==> src/rtl/puf_pkg.sv <==
// Shared types and constants for the RO-PUF response collector.
package puf_pkg;

  typedef enum logic [2:0] {
    ST_IDLE,
    ST_CLEAR,
    ST_SETTLE,
    ST_COUNT,
    ST_STOP,
    ST_EVAL,
    ST_DONE
  } puf_state_e;

  localparam int unsigned DEF_CHALL_W    = 8;
  localparam int unsigned DEF_CNT_W      = 16;
  localparam int unsigned DEF_RESP_BITS  = 32;
  localparam int unsigned DEF_SETTLE_CYC = 4;
  localparam int unsigned DEF_WINDOW     = 1024;

  localparam int unsigned TIE_W = 8;

endpackage

==> src/rtl/puf_window_timer.sv <==
// Loadable down-counter with terminal-count flag; holds at zero instead of wrapping.
module puf_window_timer #(
  parameter int unsigned W = 4
) (
  input  logic         clk,
  input  logic         rst,
  input  logic         load,
  input  logic [W-1:0] load_val,
  input  logic         en,
  output logic         tc
);

  logic [W-1:0] cnt;

  always_ff @(posedge clk or negedge rst) begin
    if (!rst) begin
      cnt <= '0;
    end else if (load) begin
      cnt <= load_val;
    end else if (en && (cnt != '0)) begin
      cnt <= cnt - W'(1);
    end
  end

  assign tc = (cnt == '0);

endmodule

==> src/rtl/puf_resp_collector.sv <==
// RO-PUF initiator: walks challenge pairs, times settle/count windows and
// assembles one response bit per pair into an LSB-first response word.
module puf_resp_collector
  import puf_pkg::*;
#(
  parameter int unsigned CHALL_W    = DEF_CHALL_W,
  parameter int unsigned CNT_W      = DEF_CNT_W,
  parameter int unsigned RESP_BITS  = DEF_RESP_BITS,
  parameter int unsigned SETTLE_CYC = DEF_SETTLE_CYC,
  parameter int unsigned WINDOW     = DEF_WINDOW
) (
  input  logic                 clk,
  input  logic                 rst,
  input  logic                 req_valid,
  output logic                 req_ready,
  input  logic [CHALL_W-1:0]   seed,
  output logic [CHALL_W-1:0]   chall0,
  output logic [CHALL_W-1:0]   chall1,
  output logic                 roen,
  output logic                 cnten,
  output logic                 cntclr,
  input  logic [CNT_W-1:0]     count0,
  input  logic [CNT_W-1:0]     count1,
  output logic                 resp_valid,
  input  logic                 resp_ready,
  output logic [RESP_BITS-1:0] resp,
  output logic [TIE_W-1:0]     tie_cnt
);

  localparam int unsigned TMAX = (WINDOW > SETTLE_CYC) ? WINDOW : SETTLE_CYC;
  localparam int unsigned TW   = $clog2(TMAX + 1);
  localparam int unsigned KW   = (RESP_BITS > 1) ? $clog2(RESP_BITS) : 1;
  localparam logic [KW-1:0] K_LAST = KW'(RESP_BITS - 1);

  puf_state_e    state;
  logic [KW-1:0] k;

  logic          tmr_load;
  logic [TW-1:0] tmr_val;
  logic          tmr_en;
  logic          tmr_tc;

  // Timer is reloaded whenever the FSM is about to leave its current state,
  // so SETTLE and COUNT each start from a fresh value; all others park it at 0.
  always_comb begin
    tmr_load = 1'b1;
    tmr_val  = '0;
    tmr_en   = 1'b0;
    case (state)
      ST_CLEAR:  tmr_val = TW'(SETTLE_CYC - 1);
      ST_SETTLE: begin
        if (tmr_tc) begin
          tmr_val = TW'(WINDOW - 1);
        end else begin
          tmr_load = 1'b0;
          tmr_en   = 1'b1;
        end
      end
      ST_COUNT: begin
        if (!tmr_tc) begin
          tmr_load = 1'b0;
          tmr_en   = 1'b1;
        end
      end
      default: ;
    endcase
  end

  puf_window_timer #(
    .W(TW)
  ) u_timer (
    .clk      (clk),
    .rst      (rst),
    .load     (tmr_load),
    .load_val (tmr_val),
    .en       (tmr_en),
    .tc       (tmr_tc)
  );

  always_ff @(posedge clk or negedge rst) begin
    if (!rst) begin
      state      <= ST_IDLE;
      req_ready  <= 1'b1;
      chall0     <= '0;
      chall1     <= '0;
      roen       <= 1'b0;
      cnten      <= 1'b0;
      cntclr     <= 1'b0;
      resp_valid <= 1'b0;
      resp       <= '0;
      tie_cnt    <= '0;
      k          <= '0;
    end else begin
      case (state)
        ST_IDLE: begin
          if (req_valid) begin
            state     <= ST_CLEAR;
            req_ready <= 1'b0;
            chall0    <= seed;
            chall1    <= seed + CHALL_W'(1);
            resp      <= '0;
            tie_cnt   <= '0;
            k         <= '0;
            cntclr    <= 1'b1;
          end
        end
        ST_CLEAR: begin
          cntclr <= 1'b0;
          roen   <= 1'b1;
          state  <= ST_SETTLE;
        end
        ST_SETTLE: begin
          if (tmr_tc) begin
            cnten <= 1'b1;
            state <= ST_COUNT;
          end
        end
        ST_COUNT: begin
          if (tmr_tc) begin
            roen  <= 1'b0;
            cnten <= 1'b0;
            state <= ST_STOP;
          end
        end
        ST_STOP: state <= ST_EVAL;
        ST_EVAL: begin
          resp[k] <= (count0 > count1);
          if ((count0 == count1) && (tie_cnt != '1)) begin
            tie_cnt <= tie_cnt + TIE_W'(1);
          end
          if (k == K_LAST) begin
            resp_valid <= 1'b1;
            state      <= ST_DONE;
          end else begin
            k      <= k + KW'(1);
            chall0 <= chall0 + CHALL_W'(2);
            chall1 <= chall1 + CHALL_W'(2);
            cntclr <= 1'b1;
            state  <= ST_CLEAR;
          end
        end
        ST_DONE: begin
          if (resp_ready) begin
            resp_valid <= 1'b0;
            req_ready  <= 1'b1;
            state      <= ST_IDLE;
          end
        end
        default: state <= ST_IDLE;
      endcase
    end
  end

endmodule
==> config.mk <==
export PLATFORM = sky130hd
export DESIGN_NAME = puf_resp_collector
export DESIGN_NICKNAME = d
export VERILOG_FILES = /design/src/rtl/puf_pkg.sv /design/src/rtl/puf_window_timer.sv /design/src/rtl/puf_resp_collector.sv
export SDC_FILE = /design/constraint.sdc
export NUM_CORES = 1
export LEC_CHECK = 0
export CAP_MARGIN = 20
export CORE_ASPECT_RATIO = 0.9
export CORE_MARGIN = 4
export CORE_UTILIZATION = 47
export DETAILED_ROUTE_END_ITERATION = 10
export GPL_TIMING_DRIVEN = 0
export PLACE_DENSITY = 0.78
export SYNTH_ARGS = -nofsm -noshare
export SYNTH_HDL_FRONTEND = slang
export SYNTH_HIERARCHICAL = 1
export SYNTH_SLANG_ARGS = --single-unit
==> constraint.sdc <==
create_clock -name clk -period 2.3 [get_ports clk]
set_clock_uncertainty 0.05 [all_clocks]
set_input_delay 0.46 -clock clk [delete_from_list [all_inputs] [get_ports clk]]
set_output_delay 0.46 -clock clk [all_outputs]
set_load 0.01 [all_outputs]
After elaboration in Yosys (flattened, before gate mapping)
Cells that the tools add are included.

Flip-flop bits (word level): 80. Input port bits: 44. Logic and storage cells: 104. Output and inout port bits: 61.

Equal/unequal tests: 16. Mux-type cells: 44. $add $sub $neg: 6. $lt $le $gt $ge: 3. Reductions and logical operators: 23.

Operators by type and width (count): $pmux 32 s2 (1); $mux 8 (6); $pmux 8 s2 (3); $bwmux 32 (1); $mux 32 (1); $mux 11 (2); $pmux 3 s7 (1); $pmux 10 s2 (1); $reduce_and 3->1 (6); $add 8x1->8 const B (2); $add 8x2->8 const B (2); $eq 16x16->1 (1); $gt 16x16->1 (1); $mux 3 (5); $ne 2x2->1 const B (7); $mux 1 (13); $reduce_bool 2->1 (6); $logic_not 11->1 (1); $reduce_bool 11->1 (1); $sub 11x1->11 const B (1); $mux 10 (1); $mux 5 (2); $pmux 5 s2 (1); $eq 3x3->1 const B (3); 16 further kinds (23).

Depth between registers and ports, before layout
Gate-level depths: netlist of the first run.

Depth after elaboration: 6. Mapped depth: 11. Mapped depth without buffers: 11.

Hierarchy
Netlist of the first run, hierarchy kept.

By module, submodules not included: puf_resp_collector (seq. area each 1727.9 µm², instances 1, cells each 500, area each 4222.8 µm²); puf_window_timer (seq. area each 275.3 µm², instances 1, cells each 75, area each 706.9 µm²).

Least setup slack after synthesis of the first run
Ideal clock, no wire load.

Path kind: reg2reg. Start: register u_timer.cnt[0]. End: register u_timer.cnt[9]. Data required time: 2.119 ns. Arrival: 2.330 ns. Setup time: 0.131 ns. Cell stages (with the launch flop): 12. Slack: -0.211 ns. Path through: dfrtp_1 > inv_1 > ha_1 > nor4b_4 > and3_1 > nor2_1 > nand2_1 > inv_1 > or4b_1 > a2111oi_2 > xnor2_1 > o21ai_1.

Elaborated cells on any way between the ends: 13. Those cells by class: 1 x add/sub; 8 x mux; 4 x reduce/logical.

RTL lines: start, declared (RTL line puf_window_timer.sv:13) `logic [W-1:0] cnt;`; start signal, assigned (RTL line puf_window_timer.sv:19) `cnt <= load_val;`; start signal, assigned (RTL line puf_window_timer.sv:21) `cnt <= cnt - W'(1);`; $logic_not 11->1 (*) (RTL line puf_window_timer.sv:25) `assign tc = (cnt == '0);`; named net tmr_tc (RTL line puf_resp_collector.sv:41) `logic tmr_tc;`; $mux 1 (*) (RTL line puf_resp_collector.sv:52, puf_resp_collector.sv:60); $mux 1 (*); named net tmr_load (RTL line puf_resp_collector.sv:38) `logic tmr_load;`; $mux 11 or $reduce_bool 2->1 (tied branches).

The timed path passes the listed nets; every way through them passes the cells marked *. The select of a mux whose other input is x is not followed. A chain may end at the register's enable or synchronous reset.

Final worst setup path of the first run
Ends and elaborated chain as after synthesis.

==> results_dict.tcl, run 1 <==
set metrics [dict create \
    clock-sinks 80 \
    final_cell_mix "clkdlybuf4s50_1, dfrtp_1, o21ai_0" \
    vdd_drop_max_mv 0.698 \
    antenna_found_initial 0 \
    path_clk_slew_ns 0.06 \
    setup_violations 2 \
    r2r_start "u_timer/cnt[0]" \
    root_buffer "clkbuf_16" \
    ios 105 \
    async_flop_share 1.00 \
    grt_util_all_layers 0.236 \
    setup_ws_ns -0.0155 \
    dr_wl_met3_mm 1.10 \
    grt_start_max_net_pins 49 \
    wl_met2_mm 8.10 \
    h-tree-depth 3 \
    cpPeakStageDelay_ns 0.47 \
    final_core_util 0.725 \
    syn-cell-area_um2 4930 \
    dp_hpwl_mm 10.0 \
    violations "setup timing" \
    p_leak_nw 3.09 \
    slowest_stage "or4b_4" \
    layout_commonest_cell "clkdlybuf4s50_1" \
    drt_first_iter_violations 525 \
    grt_pass1_vias 4662 \
    via_per_inst 6.14 \
    cp.arrival_ns 2.49 \
    rsz0062_at_grt "yes" \
    critPathLaunchType "flop" \
    fin_crit_sh 1.01 \
    slew_headroom 0.449 \
    pwr_density_cell_nw_per_um2 936 \
    synth-main-ff-cell "dfrtp_1" \
    worstPathRequired_ns 2.48 \
    syn-mean-instance-area_um2 8.57 \
    grt_pass1_wl_mm 23.0 \
    synth_cells 575 \
    combPwrFrac 0.456 \
    hold_path.class "in -> async" \
    grt-ovfl-total 0 \
    internal-power_w 0.00425 \
    die_height_um 105 \
    syn_nets 645 \
    fp.dieW_um 116 \
    start_util 0.481 \
    cp-end-kind "flop" \
    r2r_setup_slack_ns -0.02 \
    path_class "reg -> reg" \
    cts_tree "built" \
    dp_slack_ns -0.695 \
    highest_layer "met4" \
    io_buffers 104 \
    yosysWarnings 6 \
    synth.distinct_cells 69 \
    worst_pin_slew_ns 0.825 \
    clockPowerShare 0.223 \
    post-route-min-period_ns 2.32 \
    fmax_mhz 432 \
    nNetsFinal 785 \
    p_sw_w 0.00270 \
    vias 5203 \
    firstDrtPassIters 5 \
    drc_errors 0 \
    sw_frac_of_total 0.389 \
    num_rows 35 \
    r2r_cells 11 \
    ys_ff_latch 80 \
    cap_violations 0 \
    worst-path-max-fanout 5 \
    drive_gt1_frac 0.229 \
    area_delta_synth_final_pct 50.7 \
    crit_chain "inv_2 -> ha_4 -> nor4b_4 -> and3_4 -> nor2_4 -> nand2_4 -> inv_4 -> or4b_4 -> a2111oi_4 -> xnor2_1 -> o21ai_1" \
    die_area_um2 12200 \
    antennaDiodeCount 0 \
    postRouteAntennaNets 0 \
    ys_seq_area_frac 0.406 \
    avgRoutedWirePerCell_um 19.2 \
    slew_violations 0 \
    worstReg2RegEnd "u_timer/cnt[9]" \
    status "finished with violations" \
    hold_viol 0 \
    routed_wl_mm 16.3 \
    worstSkewPairLatency_ns 0.34 \
    seq_power_share 0.321 \
    cts_made_buffers 9 \
    synth_edf_count 0 \
    core_area_um2 10200 \
    globalplace.congestion 0.865 \
    cts_buffer_depth 2 \
    m1WireLength_mm 6.63 \
]
[stage by stage]
stage / TNS, ns / std cells / hold WS, ns / instance area (µm²) / total power [W]
detailed placement: -28.74 / 809 / 0.392 / 6180 / 0.00477
finish: -0.0181 / 848 / 0.0195 / 7430 / 0.00695
CTS: -0.00542 / 834 / 0.0264 / 6730 / 0.00651
global route: -1.13 / 848 / 0.0454 / 7430 / 0.00733
global placement: -200.14 / 808 / 0.414 / 6150 / 0.00467
floorplan: 0 / 575 / 0.114 / 4950 / 0.00372
[worst max path at each step]
stage                                end  depth (start not counted)      startpoint
after floorplan           u_timer/cnt[9]                         11  u_timer/cnt[0]
after global placement          resp[18]                          1             rst
after detailed placement        resp[10]                          9       count1[1]
after CTS                 u_timer/cnt[9]                         11  u_timer/cnt[0]
after global routing            resp[22]                          6       req_valid
final                     u_timer/cnt[9]                         11  u_timer/cnt[0]
[synthesized netlist by cell type (3+ instances only)]
library cell   n  area share
and3_1        10       0.013
clkbuf_1      11      0.0084
o31ai_1        3      0.0046
nand3_1       19       0.019
a32oi_1        3      0.0053
a22oi_1        3      0.0046
nand2b_1       4      0.0051
dfrtp_1       79        0.40
a31oi_1        6      0.0076
nand2_1       41       0.031
buf_2         20       0.020
xnor2_1        9       0.016
nand3b_1       3      0.0046
o21ai_0       64       0.065
inv_1         30       0.023
or3_1          3      0.0038
ha_1          26       0.066
nand4_1       10       0.013
a211oi_1       3      0.0046
nor3_1        34       0.035
o22ai_1        4      0.0051
nor3b_1        6      0.0091
a21oi_1       62       0.063
xor2_1         4      0.0071
o211ai_1       6      0.0091
nor2_1        57       0.043
o22a_1         3      0.0053
[cells by family (layout without fill, tap and decap cells)]
logic type | after synthesis | in the layout | synth area share
mux | 3 | 3 | 0.00635
xor+xnor | 13 | 13 | 0.0231
fa+ha+maj | 26 | 26 | 0.0660
simple gates | 206 | 206 | 0.221
other cells | 1 | 1 | 0.000761
compound gates | 180 | 180 | 0.218
buf+inv | 66 | 210 | 0.0584
flops | 80 | 80 | 0.406
[flip-flops by register name (all words and copies together) (netlist names)]
register / cells
chall0: 8
chall1: 8
cntclr: 1
cnten: 1
k: 5
req_ready: 1
resp: 32
resp_valid: 1
roen: 1
state: 3
tie_cnt: 8
u_timer/cnt: 11
[worst max-delay path: cells and delay by family (launching register included)]
family,cells,cell delay [ns]
and+or+nand+nor,5,0.99
adders and majority gates,1,0.16
xor gates and xnor gates,1,0.16
AOI/OAI and AO/OA,2,0.32
DFF,1,0.36
buffers and inverters,2,0.15
[routing by layer]
layer | vias to the layer above | track usage
li1 | 2362 | -
met1 | 2542 | 0.317
met2 | 249 | 0.383
met3 | 50 | 0.0423
met4 | 0 | 0.0787
met5 | - | 0
[area by class of cell]
cell class,count,area (µm²)
inverter,31,119
buffer,35,235
sequential,80,2000
clock inverter,6,95.1
multi-input combinational,429,3280
fill,711,2820
timing repair buffer,129,1310
clock buffer,9,225
tap,129,161
[what timing repair did]
item / 4_1_cts / 5_1_grt
setup buffers: 10 / 11
pin swaps: 5 / 46
hold buffers: 0 / 0
cloned: 0 / 4
endpoints found under the setup margin: 53 / 59
endpoints found under the hold margin: 0 / 0
gates resized for setup: 33 / 103
[power by group through the flow]
stage	sequential (W)	combinational, W	clock (W)
after floorplan	0.00225	0.00147	0
after global placement	0.00219	0.00248	0
after detailed placement	0.00221	0.00256	0
after CTS	0.00220	0.00275	0.00156
after global routing	0.00229	0.00341	0.00163
final	0.00224	0.00317	0.00155
(Power assumes the default switching activity.)
==> run 2, diff against run 1 <==
--- a/config.mk
+++ b/config.mk
@@ -11,7 +11,7 @@
 export CORE_UTILIZATION = 47
 export DETAILED_ROUTE_END_ITERATION = 10
 export GPL_TIMING_DRIVEN = 0
-export PLACE_DENSITY = 0.78
+export PLACE_DENSITY = 0.74
 export SYNTH_ARGS = -nofsm -noshare
 export SYNTH_HDL_FRONTEND = slang
 export SYNTH_HIERARCHICAL = 1
==> run 2 against run 1 <==
Against the previous run:
- the flow still finishes with violations (setup timing)
- global-route usage is 0.23 points lower
- setup slack better by 0.0094 ns
- die area stayed put
- core utilization is 3.0 points lower
- sequential power hardly changed
- critical path type is now in -> reg
==> results_dict.tcl, run 2 (synthesized netlist as in run 1, its figures left out) <==
set metrics [dict create \
    fin_area_um2 7120 \
    nNetsFinal 789 \
    core_area_um2 10200 \
    slew_violations 0 \
    pwr_density_cell_nw_per_um2 927 \
    die_area_um2 12200 \
    avgRoutedWirePerCell_um 17.1 \
    antennaDiodeCount 0 \
    vias 4987 \
    p_leak_nw 3.00 \
    cts_tree "built" \
    critPathLaunchType "input pin" \
    grt_start_max_net_pins 66 \
    grt_util_all_layers 0.234 \
    area_delta_synth_final_pct 44.4 \
    multi_input_area_um2 2990 \
    cts_buffer_depth 2 \
    dp_hpwl_mm 9.77 \
    place_area_um2 6180 \
    largest_register "resp" \
    cpPeakStageDelay_ns 0.47 \
    fmax_mhz 434 \
    antenna_found_initial 0 \
    rsz0062_at_grt "yes" \
    h-tree-depth 3 \
    post-route-min-period_ns 2.31 \
    ios 105 \
    vdd_drop_max_mv 0.716 \
    path_common_cell "buf_4" \
    worstSkewPairLatency_ns 0.34 \
    grt-ovfl-total 0 \
    via_per_inst 5.85 \
    worst_pin_slew_ns 0.721 \
    worstPathRequired_ns 2.48 \
    slew_headroom 0.518 \
    start_util 0.481 \
    fp.dieW_um 116 \
    cp-end-kind "flop" \
    worst-path-max-fanout 7 \
    path_clk_slew_ns 0.06 \
    largest_register_ffs 32 \
    hold_path.class "reg -> reg" \
    grt_pass1_vias 4720 \
    setup_ws_ns -0.00614 \
    fillCellCount 825 \
    drc_errors 0 \
    clock-sinks 80 \
    io_buffers 104 \
    cts_made_buffers 9 \
    num_rows 35 \
    violations "setup timing" \
    cap_violations 0 \
    hold_viol 0 \
    die_height_um 105 \
    status "finished with violations" \
    top_regs "resp (32), u_timer/cnt (11)" \
    cp.arrival_ns 2.48 \
    fin_crit_sh 1.00 \
    seqCellArea_um2 2000 \
    slowest_stage "clkdlybuf4s50_1" \
    drive_gt1_frac 0.185 \
    globalplace.congestion 0.872 \
    final_cell_mix "clkdlybuf4s50_1, dfrtp_1, o21ai_0" \
    drt_first_iter_violations 279 \
    root_buffer "clkbuf_16" \
    routed_wl_mm 14.6 \
    firstDrtPassIters 5 \
    postRouteAntennaNets 0 \
    final_core_util 0.695 \
    layout_commonest_cell "clkdlybuf4s50_1" \
    crit_chain "clkdlybuf4s50_1 -> inv_1 -> ha_4 -> nand4_1 -> nor4_4 -> buf_4 -> a21oi_4 -> buf_4 -> nor3_1 -> a21oi_1" \
    setup_violations 1 \
    fin_total_pwr_w 0.00660 \
    grt_pass1_wl_mm 23.2 \
    path_class "in -> reg" \
]
## run 2: changes by cell type in the layout (fill, tap and decap cells not counted), sizes merged
cell	change
buf	+4
clkinv	-4
clkbuf	+3
bufinv	-2
clkinvlp	+2
clkdlybuf4s50	-1
dlygate4sd3	+1
dlymetal6s2s	+1
inv	+1
## run 2: layout make-up
class | instances | share of cell area
multi-input combinational | 429 | 0.420
sequential | 80 | 0.281
timing repair buffer | 133 | 0.187
clock buffer | 13 | 0.0380
buffer | 35 | 0.0308
tap | 129 | 0.0227
inverter | 31 | 0.0167
clock inverter | 3 | 0.00334
## run 2: stage by stage
stage / setup WS, ns / cells / TNS (ns) / hold WS [ns]
2_1_floorplan: 0.0190 / 575 / 0 / 0.114
3_3_place_gp: -2.18 / 808 / -200.07 / 0.411
3_5_place_dp: -0.745 / 809 / -30.63 / 0.296
4_1_cts: -0.0242 / 837 / -0.257 / 0.443
5_1_grt: -0.109 / 853 / -2.23 / 0.480
6_report: -0.00614 / 853 / -0.00614 / 0.435
## run 2: critical path: cells and delay by family
kind	cells	cell delay (ns)
AOI/OAI and AO/OA	2	0.15
adders and majority gates	1	0.27
buffers and inverters	4	0.89
and+or+nand+nor	3	0.69
## run 2: what timing repair did
action                                 4_1_cts  5_1_grt
setup buffers                               11       12
endpoints found under the hold margin       15        0
gates cloned                                 0        4
pin swaps                                    3       12
setup endpoints to repair                   57       57
gates resized for setup                     27       61
hold buffers                                 1        0
## run 2: per-layer routing
| layer | up-vias | global-route usage | routed length [µm] |
|---|---|---|---|
| met5 | - | 0 | 0 |
| met2 | 201 | 0.378 | 7220 |
| met4 | 0 | 0.0646 | 166 |
| met1 | 2414 | 0.320 | 6160 |
| li1 | 2359 | - | - |
| met3 | 13 | 0.0417 | 1050 |
## run 2: path summary, 6_finish.rpt
check | startpoint | endpoint | slack [ns] | cells past startpoint
hold / removal | chall1[0] | chall1[0] | 0.44 | 2
setup reg to reg | u_timer/cnt[1] | u_timer/cnt[9] | 0.01 | 11
setup / recovery | count1[3] | resp[26] | -0.006 | 10
max in group asynchronous | rst | req_ready | 1.07 | 3
hold reg to reg | chall1[0] | chall1[0] | 0.44 | 2
min in group asynchronous | rst | chall1[2] | 0.49 | 2
## run 2: report_power, final
group	internal [W]	switching (W)	total [W]
Clock	0.000825	0.000595	0.00142
Sequential	0.00181	0.000409	0.00222
Combinational	0.00143	0.00153	0.00296
